==> src/rtl/sp_bram_be_clr.sv <==
// Single-port inferred block RAM with per-byte write enables, selectable
// read-during-write behaviour, optional output register and a built-in
// clear sequencer that fills the array with a constant after reset or on
// request. While the sequencer runs, user accesses are ignored.
module sp_bram_be_clr #(
  parameter int                 G_ADDR       = 6,
  parameter int                 G_WIDTH      = 16,
  parameter int                 G_BYTE       = 8,
  parameter string              G_MODE       = "NO_CHANGE",
  parameter int                 G_OREG       = 0,
  parameter int                 G_CLR_ON_RST = 1,
  parameter logic [G_WIDTH-1:0] G_INIT_VAL   = '0,
  localparam int                G_NBE        = G_WIDTH / G_BYTE
) (
  input  logic               clk,
  input  logic               rst_n,
  input  logic               clr,
  output logic               busy,
  input  logic               en,
  input  logic [G_NBE-1:0]   we,
  input  logic [G_ADDR-1:0]  addr,
  input  logic [G_WIDTH-1:0] din,
  output logic [G_WIDTH-1:0] dout,
  output logic               dout_vld
);

  localparam int DEPTH = 2 ** G_ADDR;

  // Read-during-write selection; anything unrecognised behaves as NO_CHANGE.
  localparam int MODE_NC = 0;
  localparam int MODE_RF = 1;
  localparam int MODE_WF = 2;
  localparam int MODE_SEL = (G_MODE == "READ_FIRST")  ? MODE_RF :
                            (G_MODE == "WRITE_FIRST") ? MODE_WF : MODE_NC;

  localparam logic [0:0] ST_IDLE  = 1'b0;
  localparam logic [0:0] ST_CLEAR = 1'b1;
  localparam logic [0:0] ST_RST   = (G_CLR_ON_RST != 0) ? ST_CLEAR : ST_IDLE;

  localparam logic [G_ADDR-1:0] CNT_LAST = '1;

  genvar gi;

  // Byte lanes must tile the word exactly.
  generate
    if ((G_WIDTH % G_BYTE) != 0) begin : g_bad_width
      $error("sp_bram_be_clr: G_WIDTH must be an integer multiple of G_BYTE");
    end
  endgenerate

  logic [G_WIDTH-1:0] mem [0:DEPTH-1];

  logic [0:0]         state_q, state_d;
  logic [G_ADDR-1:0]  cnt_q, cnt_d;
  logic [G_WIDTH-1:0] dout1_q, dout1_d;
  logic               vld1_q, vld1_d;

  logic               acc;
  logic               is_wr;
  logic [G_WIDTH-1:0] rd_word;
  logic [G_WIDTH-1:0] merged_word;
  logic [G_NBE-1:0]   wr_lane;
  logic [G_ADDR-1:0]  wr_addr;
  logic [G_WIDTH-1:0] wr_data;

  assign busy    = (state_q == ST_CLEAR);
  assign acc     = en & ~busy;
  assign is_wr   = |we;
  assign rd_word = mem[addr];

  // Word as it looks after the write: enabled lanes from din, others retained.
  generate
    for (gi = 0; gi < G_NBE; gi++) begin : g_lane
      assign merged_word[gi*G_BYTE +: G_BYTE] =
        we[gi] ? din[gi*G_BYTE +: G_BYTE] : rd_word[gi*G_BYTE +: G_BYTE];
    end
  endgenerate

  // Clear sequencer: walk every address once, then drop back to idle.
  always_comb begin
    state_d = state_q;
    cnt_d   = cnt_q;
    case (state_q)
      ST_IDLE: begin
        if (clr) begin
          state_d = ST_CLEAR;
          cnt_d   = '0;
        end
      end
      ST_CLEAR: begin
        cnt_d = cnt_q + 1'b1;
        if (cnt_q == CNT_LAST) begin
          state_d = ST_IDLE;
        end
      end
      default: begin
        state_d = ST_IDLE;
        cnt_d   = '0;
      end
    endcase
  end

  // Single write port shared by the clear sequencer and user writes.
  always_comb begin
    wr_lane = '0;
    wr_addr = addr;
    wr_data = din;
    if (busy) begin
      wr_lane = '1;
      wr_addr = cnt_q;
      wr_data = G_INIT_VAL;
    end else if (acc && is_wr) begin
      wr_lane = we;
    end
  end

  // Stage-1 read result: data and its valid tag for this access.
  always_comb begin
    dout1_d = dout1_q;
    vld1_d  = 1'b0;
    if (acc) begin
      if (!is_wr) begin
        dout1_d = rd_word;
        vld1_d  = 1'b1;
      end else begin
        case (MODE_SEL)
          MODE_RF: begin
            dout1_d = rd_word;
            vld1_d  = 1'b1;
          end
          MODE_WF: begin
            dout1_d = merged_word;
            vld1_d  = 1'b1;
          end
          default: begin
            dout1_d = dout1_q;
            vld1_d  = 1'b0;
          end
        endcase
      end
    end
  end

  // Memory array: byte-lane writes, contents never reset.
  always_ff @(posedge clk) begin
    for (int i = 0; i < G_NBE; i++) begin
      if (wr_lane[i]) begin
        mem[wr_addr][i*G_BYTE +: G_BYTE] <= wr_data[i*G_BYTE +: G_BYTE];
      end
    end
  end

  // Control state and stage-1 output registers.
  always_ff @(posedge clk or negedge rst_n) begin
    if (!rst_n) begin
      state_q <= ST_RST;
      cnt_q   <= '0;
      dout1_q <= '0;
      vld1_q  <= 1'b0;
    end else begin
      state_q <= state_d;
      cnt_q   <= cnt_d;
      dout1_q <= dout1_d;
      vld1_q  <= vld1_d;
    end
  end

  generate
    if (G_OREG != 0) begin : g_oreg
      logic [G_WIDTH-1:0] dout2_q, dout2_d;
      logic               vld2_q, vld2_d;

      // Second stage simply follows stage 1, adding one cycle of latency.
      always_comb begin
        dout2_d = dout1_q;
        vld2_d  = vld1_q;
      end

      // Output register stage.
      always_ff @(posedge clk or negedge rst_n) begin
        if (!rst_n) begin
          dout2_q <= '0;
          vld2_q  <= 1'b0;
        end else begin
          dout2_q <= dout2_d;
          vld2_q  <= vld2_d;
        end
      end

      assign dout     = dout2_q;
      assign dout_vld = vld2_q;
    end else begin : g_noreg
      assign dout     = dout1_q;
      assign dout_vld = vld1_q;
    end
  endgenerate

endmodule
==> config.mk <==
export PLATFORM = sky130hd
export DESIGN_NAME = sp_bram_be_clr
export DESIGN_NICKNAME = d
export VERILOG_FILES = /design/src/rtl/sp_bram_be_clr.sv
export SDC_FILE = /design/constraint.sdc
export NUM_CORES = 1
export LEC_CHECK = 0
export BUFFER_PORTS_ARGS = -buffer_cell sky130_fd_sc_hd__buf_2
export CAP_MARGIN = 5
export CORE_ASPECT_RATIO = 0.8
export CORE_MARGIN = 10
export CORE_UTILIZATION = 41
export CTS_BUF_LIST = sky130_fd_sc_hd__clkbuf_8
export DETAILED_ROUTE_END_ITERATION = 8
export GPL_ROUTABILITY_DRIVEN = 0
export GPL_TIMING_DRIVEN = 0
export PLACE_DENSITY = 0.56
export REMOVE_ABC_BUFFERS = 1
export SYNTH_ARGS = -nofsm -noshare
export SYNTH_HDL_FRONTEND = slang
export SYNTH_SLANG_ARGS = --single-unit
==> constraint.sdc <==
create_clock -name clk -period 4.2 [get_ports clk]
set_input_delay 0.21 -clock clk [delete_from_list [all_inputs] [get_ports clk]]
set_output_delay 0.21 -clock clk [all_outputs]
set_load 0.01 [all_outputs]
==> results of run 1 <==
==> what timing repair did <==
item	in CTS	in global routing
hold buffers	20	0
endpoints found under the setup margin	0	0
hold endpoints to repair	507	0
==> worst max-delay path: cells and delay by family (launching register included) <==
family,cells,cell delay (ns)
compound gates,1,0.63
flops,1,1.13
simple gates,3,1.76
==> cells in the mapped netlist (3+ instances only) <==
| cell type | instances |
|---|---|
| nand3_1 | 37 |
| buf_1 | 10 |
| a22o_1 | 16 |
| o211ai_1 | 16 |
| a31oi_1 | 17 |
| a2111oi_0 | 16 |
| buf_6 | 7 |
| nand2_1 | 72 |
| dfrtp_1 | 23 |
| edfxtp_1 | 1024 |
| nand2b_1 | 5 |
| a211oi_1 | 32 |
| a21o_1 | 3 |
| buf_2 | 52 |
| a21oi_1 | 4 |
| a221o_1 | 16 |
| inv_1 | 6 |
| mux4_2 | 160 |
| o21ai_0 | 18 |
| o32ai_1 | 6 |
| nor2_1 | 134 |
| mux2i_1 | 227 |
| clkbuf_1 | 45 |
| o31ai_1 | 3 |
| a22oi_1 | 80 |
| o22ai_1 | 16 |
| nor2b_1 | 33 |
==> metal layers <==
layer | GRT usage, % | vias up
met5 | 0 | -
met4 | 4.91 | 2
met3 | 3.08 | 153
met2 | 25.4 | 671
met1 | 24.4 | 10700
li1 | - | 8925
==> path summary, 6_finish.rpt <==
path | from | end | slack [ns] | depth (start not counted)
setup / recovery | busy$_DFF_PN1_ | mem[39][14]$_DFFE_PP_ | 0.30 | 4
hold / removal | addr[3] | dout[15]$_DFFE_PN0P_ | 0.18 | 3
setup reg to reg | busy$_DFF_PN1_ | mem[39][14]$_DFFE_PP_ | 0.30 | 4
hold reg to reg | dout[7]$_DFFE_PN0P_ | dout[7]$_DFFE_PN0P_ | 0.54 | 1
max in group asynchronous | rst_n | cnt_q[2]$_DFFE_PN0P_ | 3.53 | 4
min in group asynchronous | rst_n | dout[5]$_DFFE_PN0P_ | 0.49 | 4
==> final cells by class <==
type	count	area, µm²
Clock inverter	122	761
Fill cell	8232	52400
Sequential cell	1048	31400
Inverter	8	30.0
Antenna cell	2	5.00
Clock buffer	172	2370
Tap cell	1312	1640
Timing Repair Buffer	95	1180
Multi-Input combinational cell	922	9140
==> report_power, final <==
group / switching, W / leakage [nW] / internal, W / total [W]
Clock: 0.00393 / 1.79 / 0.00430 / 0.00823
Sequential: 0.000288 / 9.82 / 0.0124 / 0.0127
Combinational: 0.00203 / 3.97 / 0.000809 / 0.00284
==> registers in the layout (all words and copies together) (netlist names) <==
| register | flops |
|---|---|
| mem | 1024 |
| dout | 16 |
| cnt_q | 6 |
| busy | 1 |
| dout_vld | 1 |
==> per-stage QoR <==
stage | util, % | setup TNS [ns]
floorplan | - | 0
global placement | 42.7 | -8185.31
detailed placement | 43.6 | -53.99
CTS | 47.0 | 0
global route | 47.0 | 0
finish | 47.0 | 0
==> kinds of logic after synthesis <==
kind of cell / after synthesis / share of synthesized area [%]
compound gates: 243 / 4.44
flops: 1048 / 76.6
simple gates: 287 / 3.03
mux: 389 / 14.4
xor+xnor: 2 / 0.0428
fa+ha+maj: 1 / 0.0306
buf+inv: 122 / 1.41
==> cells in the final DEF (no fill, tap or decap), drive strengths merged, types with 4 or more instances in the layout <==
cell,n
a2111oi,16
a211oi,32
a21oi,4
a221o,16
a22o,16
a22oi,80
a31oi,17
buf,76
bufinv,8
clkbuf,172
clkinv,49
clkinvlp,4
dfrtp,23
dlygate4sd3,19
edfxtp,1024
inv,69
mux2i,227
mux4,160
nand2,72
nand2b,5
nand3,37
nor2,134
nor2b,33
o211ai,16
o21ai,18
o22ai,16
o32ai,6
==> metrics.txt, run 1 <==
Slew @ Worst Pin=between 1 and 1.5 ns; CP Capture Type=register; Power Density=between 500 and 600 nW/µm²; final count of pins violating max slew=0; width of the chip=roughly 370 µm; Core Rows=103; CP Max Fanout=52; Max Root-Sink Buffers=3; top-area cell type share of the netlist area=~75%; EDFF count, synth=just over 1,000; Post-DP HPWL=58.6 mm; # port buffers=45; Synth area leader=edfxtp_1; Clock Pin Slew Worst Setup and Hold Paths=about 0.06 ns; Main synth FF type=edfxtp_1; Worst VDD drop=279 µV; Metal-1 WL=roughly 44 mm; Initial Utilization=41.4%; sequential share of the synthesized area=about three quarters; Remaining Overflow, GRT=0; RSZ-0062 raised after global routing=no; final worst path period share=92.8%; count of cell types in the netlist=38; crit path cell chain=nand2b_1 -> o32ai_1 -> nand3_1 -> nor2_1; Slew headroom=~18%; fin cells=3,681; CTS H-tree depth=4; synthesis warning total=0; GRT Util Overall=16.7%; Static Leakage=15.6 nW; total power=about 0.024 W; antenna violations before repair=4; Final Cell Area=about 46,000 µm²; Gate Count Post-Synth=between 2,000 and 2,500; Post-layout nets=~2,300; vias in the first global route=21,000; root buffer cell=clkbuf_8; DR vias/cell=roughly 5.5; synthesized cell area=between 40,000 and 50,000 µm²; # IOs=46; status=completed; Hold Fails Final Rpt=0; Starting DRT DRC Count=approximately 1,800; Syn Area/Cell=approximately 20 µm²; die footprint=around 110,000 µm²; CP Class=reg2reg; Clock Sinks=~1,000; DR top layer=met5; Period minus WS final=about 3.9 ns; CP max stage delay=roughly 1.1 ns; routed wire length=about 95 mm; DP Cell Count=around 3,400; post-cts resize count=0; core footprint=around 99,000 µm²; routed length per instance=25.7 µm; dpl cell area=between 40,000 and 50,000 µm²; first-pass GRT wire length=140 mm; drt drc=0; Synth area leaders=edfxtp_1 (75%), mux4_2 (8.8%), mux2i_1 (5.6%); Post-CTS Setup Bufs=0; wire length on met2=about 43 mm; layout cell share with drive strength beyond 1=19.8%; Final setup viols=0; slowest cell on the critical path=dfstp_4; Startpoint Class=register; CP arrival=around 4.3 ns; pin count of the biggest net entering global routing=100; number of CTS-inserted buffers=roughly 170; clk_skew=0.0426 ns; fmax=roughly 0.26 GHz; Antenna Nets Post-Route=0; die height=303 µm; Yosys reg bits=between 1,000 and 1,500; Worst-Skew Late Latency=about 0.82 ns; hold crit path type=in2reg; via count=a little over 20,000; DP Worst Slack=-0.346 ns; Initial DRT Pass Iterations=7; MaxCap Viol Count=0; setup ws final=just over 0.3 ns; CTS tree=built; area grow syn2layout=13.6%; met3 wire len=approximately 5.7 mm; Worst EP required=about 4.6 ns; Synth async-reset ratio=2.29%; Fin Hold WS=approximately 0.18 ns
Power figures use the tool's default switching activity.
==> run 2: changes to the inputs <==
--- a/config.mk
+++ b/config.mk
@@ -5,6 +5,7 @@
 export SDC_FILE = /design/constraint.sdc
 export NUM_CORES = 1
 export LEC_CHECK = 0
+export ABC_AREA = 1
 export BUFFER_PORTS_ARGS = -buffer_cell sky130_fd_sc_hd__buf_2
 export CAP_MARGIN = 5
 export CORE_ASPECT_RATIO = 0.8
==> run 2 against run 1 <==
  * Critical path depth rose by 6
  * Synthesized cell count rose by 78%
  * Clock-buffer cell count rose by 8
  * Global-route usage rose by 2.3 points
  * Worst setup slack got worse by 0.21 ns
  * Area after synthesis rose by 5.1%
  * Via count rose by 36%
  * Non-clock buffer count rose by 32
  * Largest power group unchanged
==> metrics.txt, run 2 <==
Synth area leader=edfxtp_1; Starting DRT DRC Count=between 2,000 and 2,500; largest family of logic cells by synthesized area=simple AND/OR/NAND/NOR gates; DR vias/cell=~5.2; post-synthesis simple-gate area fraction=a little under a quarter; Reg power frac=a little over half; Post-Synth Adder-Cell Area=less than 1%; # port buffers=45; Startpoint Class=primary input; first-pass GRT wire length=170 mm; Most flops, register=mem; most frequent cells in the layout=nand2_1 (1,264), edfxtp_1 (1,024), nand3_1 (931); post-synthesis mux area share=0%; EDFF count, synth=~1,000; Slew @ Worst Pin=~1.4 ns; synthesized cell area=43,000 µm²; Static Leakage=17.9 nW; Main synth FF type=edfxtp_1; Gate Count Post-Synth=around 3,700; Synth area leaders=edfxtp_1 (72%), nand2_1 (11%), nand3_1 (11%); layout cell share with drive strength beyond 1=10.4%; Worst-Skew Late Latency=0.81 ns; die height=approximately 310 µm; Crit. Startpoint=addr[0]; combinational power share=between 15 and 20%; Yosys reg bits=1,048; post-synthesis xor/xnor area fraction=0%; Clock Sinks=approximately 1,000; Post-DP HPWL=between 60 and 70 mm; Fill cells=9,517; cell with the most instances after synthesis=nand2_1; fin cells=5,311; CP Class=in2reg; max reg flops=1,024; routed length per instance=between 20 and 25 µm; fmax=0.244 GHz; GRT Util Overall=between 10% and 20%; root buffer cell=clkbuf_8; top cells by count, synth=nand2_1 (1,264), edfxtp_1 (1,024), nand3_1 (933), buf_2 (123), nor2_1 (89); Psw=approximately 0.0073 W; pin count of the biggest net entering global routing=between 200 and 250; MaxCap Viol Count=0; final worst path period share=97.8%; via count=approximately 28,000; Core Rows=around 110; Worst EP required=4.62 ns; CTS tree=built; antenna violations before repair=2; count of cell types in the netlist=27; # IOs=46; sequential share of the synthesized area=roughly 73%; multi-input logic area=10,900 µm²; status=completed; Final setup viols=0; Power Density=between 500 and 600 nW/µm²; Max Root-Sink Buffers=3; die footprint=roughly 120,000 µm²; CP arrival=4.53 ns; Period minus WS final=4.11 ns; CTS H-tree depth=4; CP Capture Type=register; area grow syn2layout=13.4%; synthesis warning total=0; Clock Pin Slew Worst Setup and Hold Paths=approximately 0.060 ns; Initial Utilization=approximately 41%; Initial DRT Pass Iterations=5; Syn Area/Cell=approximately 12 µm²; top-area cell type share of the netlist area=between 70 and 80%; number of CTS-inserted buffers=170; Clk network pwr share=a little under a third; Remaining Overflow, GRT=0; Synth async-reset ratio=around 2.3%; final count of pins violating max slew=0; Switching Fraction=roughly 30%; vias in the first global route=approximately 27,000; Worst VDD drop=~520 µV; DP Cell Count=4,971; Internal Power=approximately 0.018 W; drt drc=0; Register Area=around 31,000 µm²; Hold Fails Final Rpt=0; width of the chip=382 µm; Hold Crit Start=addr[4]; hold crit path type=in2reg; CP Max Fanout=between 150 and 200; Slew headroom=~5.7%; routed wire length=114 mm; Antenna Nets Post-Route=0; Synth Area in Compound Gates=less than 1%; core footprint=104,000 µm²; RSZ-0062 raised after global routing=no; r2r startpoint=busy$_DFF_PN1_; Post-layout nets=approximately 3,800; most common cell after layout, fill and taps aside=nand2_1; Fin Hold WS=between 0.15 and 0.2 ns; clk_skew=0.0384 ns
run 2: changes by cell type after synthesis, sizes merged, moves of 26 or more:
cell | previous run | this run
mux2i | 227 | 0
nor2b | 33 | 0
nand3 | 37 | 933
clkbuf | 45 | 71
a22oi | 80 | 1
nor3 | 1 | 66
nand2 | 72 | 1264
buf | 69 | 171
a211oi | 32 | 0
inv | 8 | 48
mux4 | 160 | 0
nor2 | 134 | 100
run 2: worst paths after layout:
check / endpoint / slack [ns] / cells past startpoint
setup / recovery: mem[30][6]$_DFFE_PP_ / 0.09 / 10
hold / removal: dout[8]$_DFFE_PN0P_ / 0.15 / 6
setup reg to reg: mem[1][5]$_DFFE_PP_ / 0.20 / 4
hold reg to reg: dout[1]$_DFFE_PN0P_ / 0.47 / 2
max in group asynchronous: dout[14]$_DFFE_PN0P_ / 3.29 / 4
min in group asynchronous: dout[11]$_DFFE_PN0P_ / 0.43 / 3
run 2: routing by layer:
layer	routed length [µm]	global-route usage (%)
met1	52100	27.4
met4	2350	5.72
met5	115	0.698
met2	51800	28.8
met3	7790	3.66
run 2: per-stage QoR:
stage          setup slack, ns  util [%]  instance area (µm²)  total power, W  TNS (ns)
2_1_floorplan           0.0750         -                41800          0.0151         0
3_3_place_gp            -19.88      42.0                43800          0.0169         -
3_5_place_dp             -2.02      43.2                45000          0.0170  -1528.36
4_1_cts                0.00334      46.7                48700          0.0251         0
5_1_grt                 0.0250      46.8                48800          0.0260         0
6_report                0.0935      46.8                48800          0.0249         0
run 2: power by group through the flow:
stage	registers (W)	logic [W]	clock network, W
2_1_floorplan	0.0133	0.00186	0
4_1_cts	0.0131	0.00390	0.00808
3_5_place_dp	0.0133	0.00367	0
5_1_grt	0.0131	0.00430	0.00857
6_report	0.0131	0.00396	0.00789
3_3_place_gp	0.0134	0.00351	0
run 2: timing repair:
item	CTS	global route
gates cloned	2	1
hold buffers	23	0
endpoints found under the setup margin	1024	463
endpoints found under the hold margin	520	0
pin swaps	8	0
resized for setup	61	5
buffers inserted	12	0
run 2: layout make-up:
| type | count | share of cell area, % |
|---|---|---|
| diodes | 1 | 0.00513 |
| clock inverters | 121 | 1.06 |
| repair inverters | 1 | 0.0180 |
| multi-input cells | 2380 | 22.3 |
| well taps | 1404 | 3.60 |
| clock buffers | 180 | 5.08 |
| flip-flops and latches | 1048 | 64.3 |
| repair buffers | 127 | 3.21 |
| inverters | 49 | 0.441 |
run 2: worst max-delay path, stage by stage:
cell and delay (ns):
buf_12 0.17, buf_16 0.26, buf_16 0.28, buf_16 0.33
inv_16 0.47, buf_16 0.39, a21oi_4 0.17, nor2_2 0.39
inv_1 0.54, nor3_2 0.80
run 2: cells by family (layout without fill, tap and decap cells):
family | count (synthesis) | after routing
fa+ha+maj | 1 | 1
simple gates | 2363 | 2363
buf+inv | 291 | 478
flops | 1048 | 1048
compound gates | 16 | 16
other cells | 0 | 1
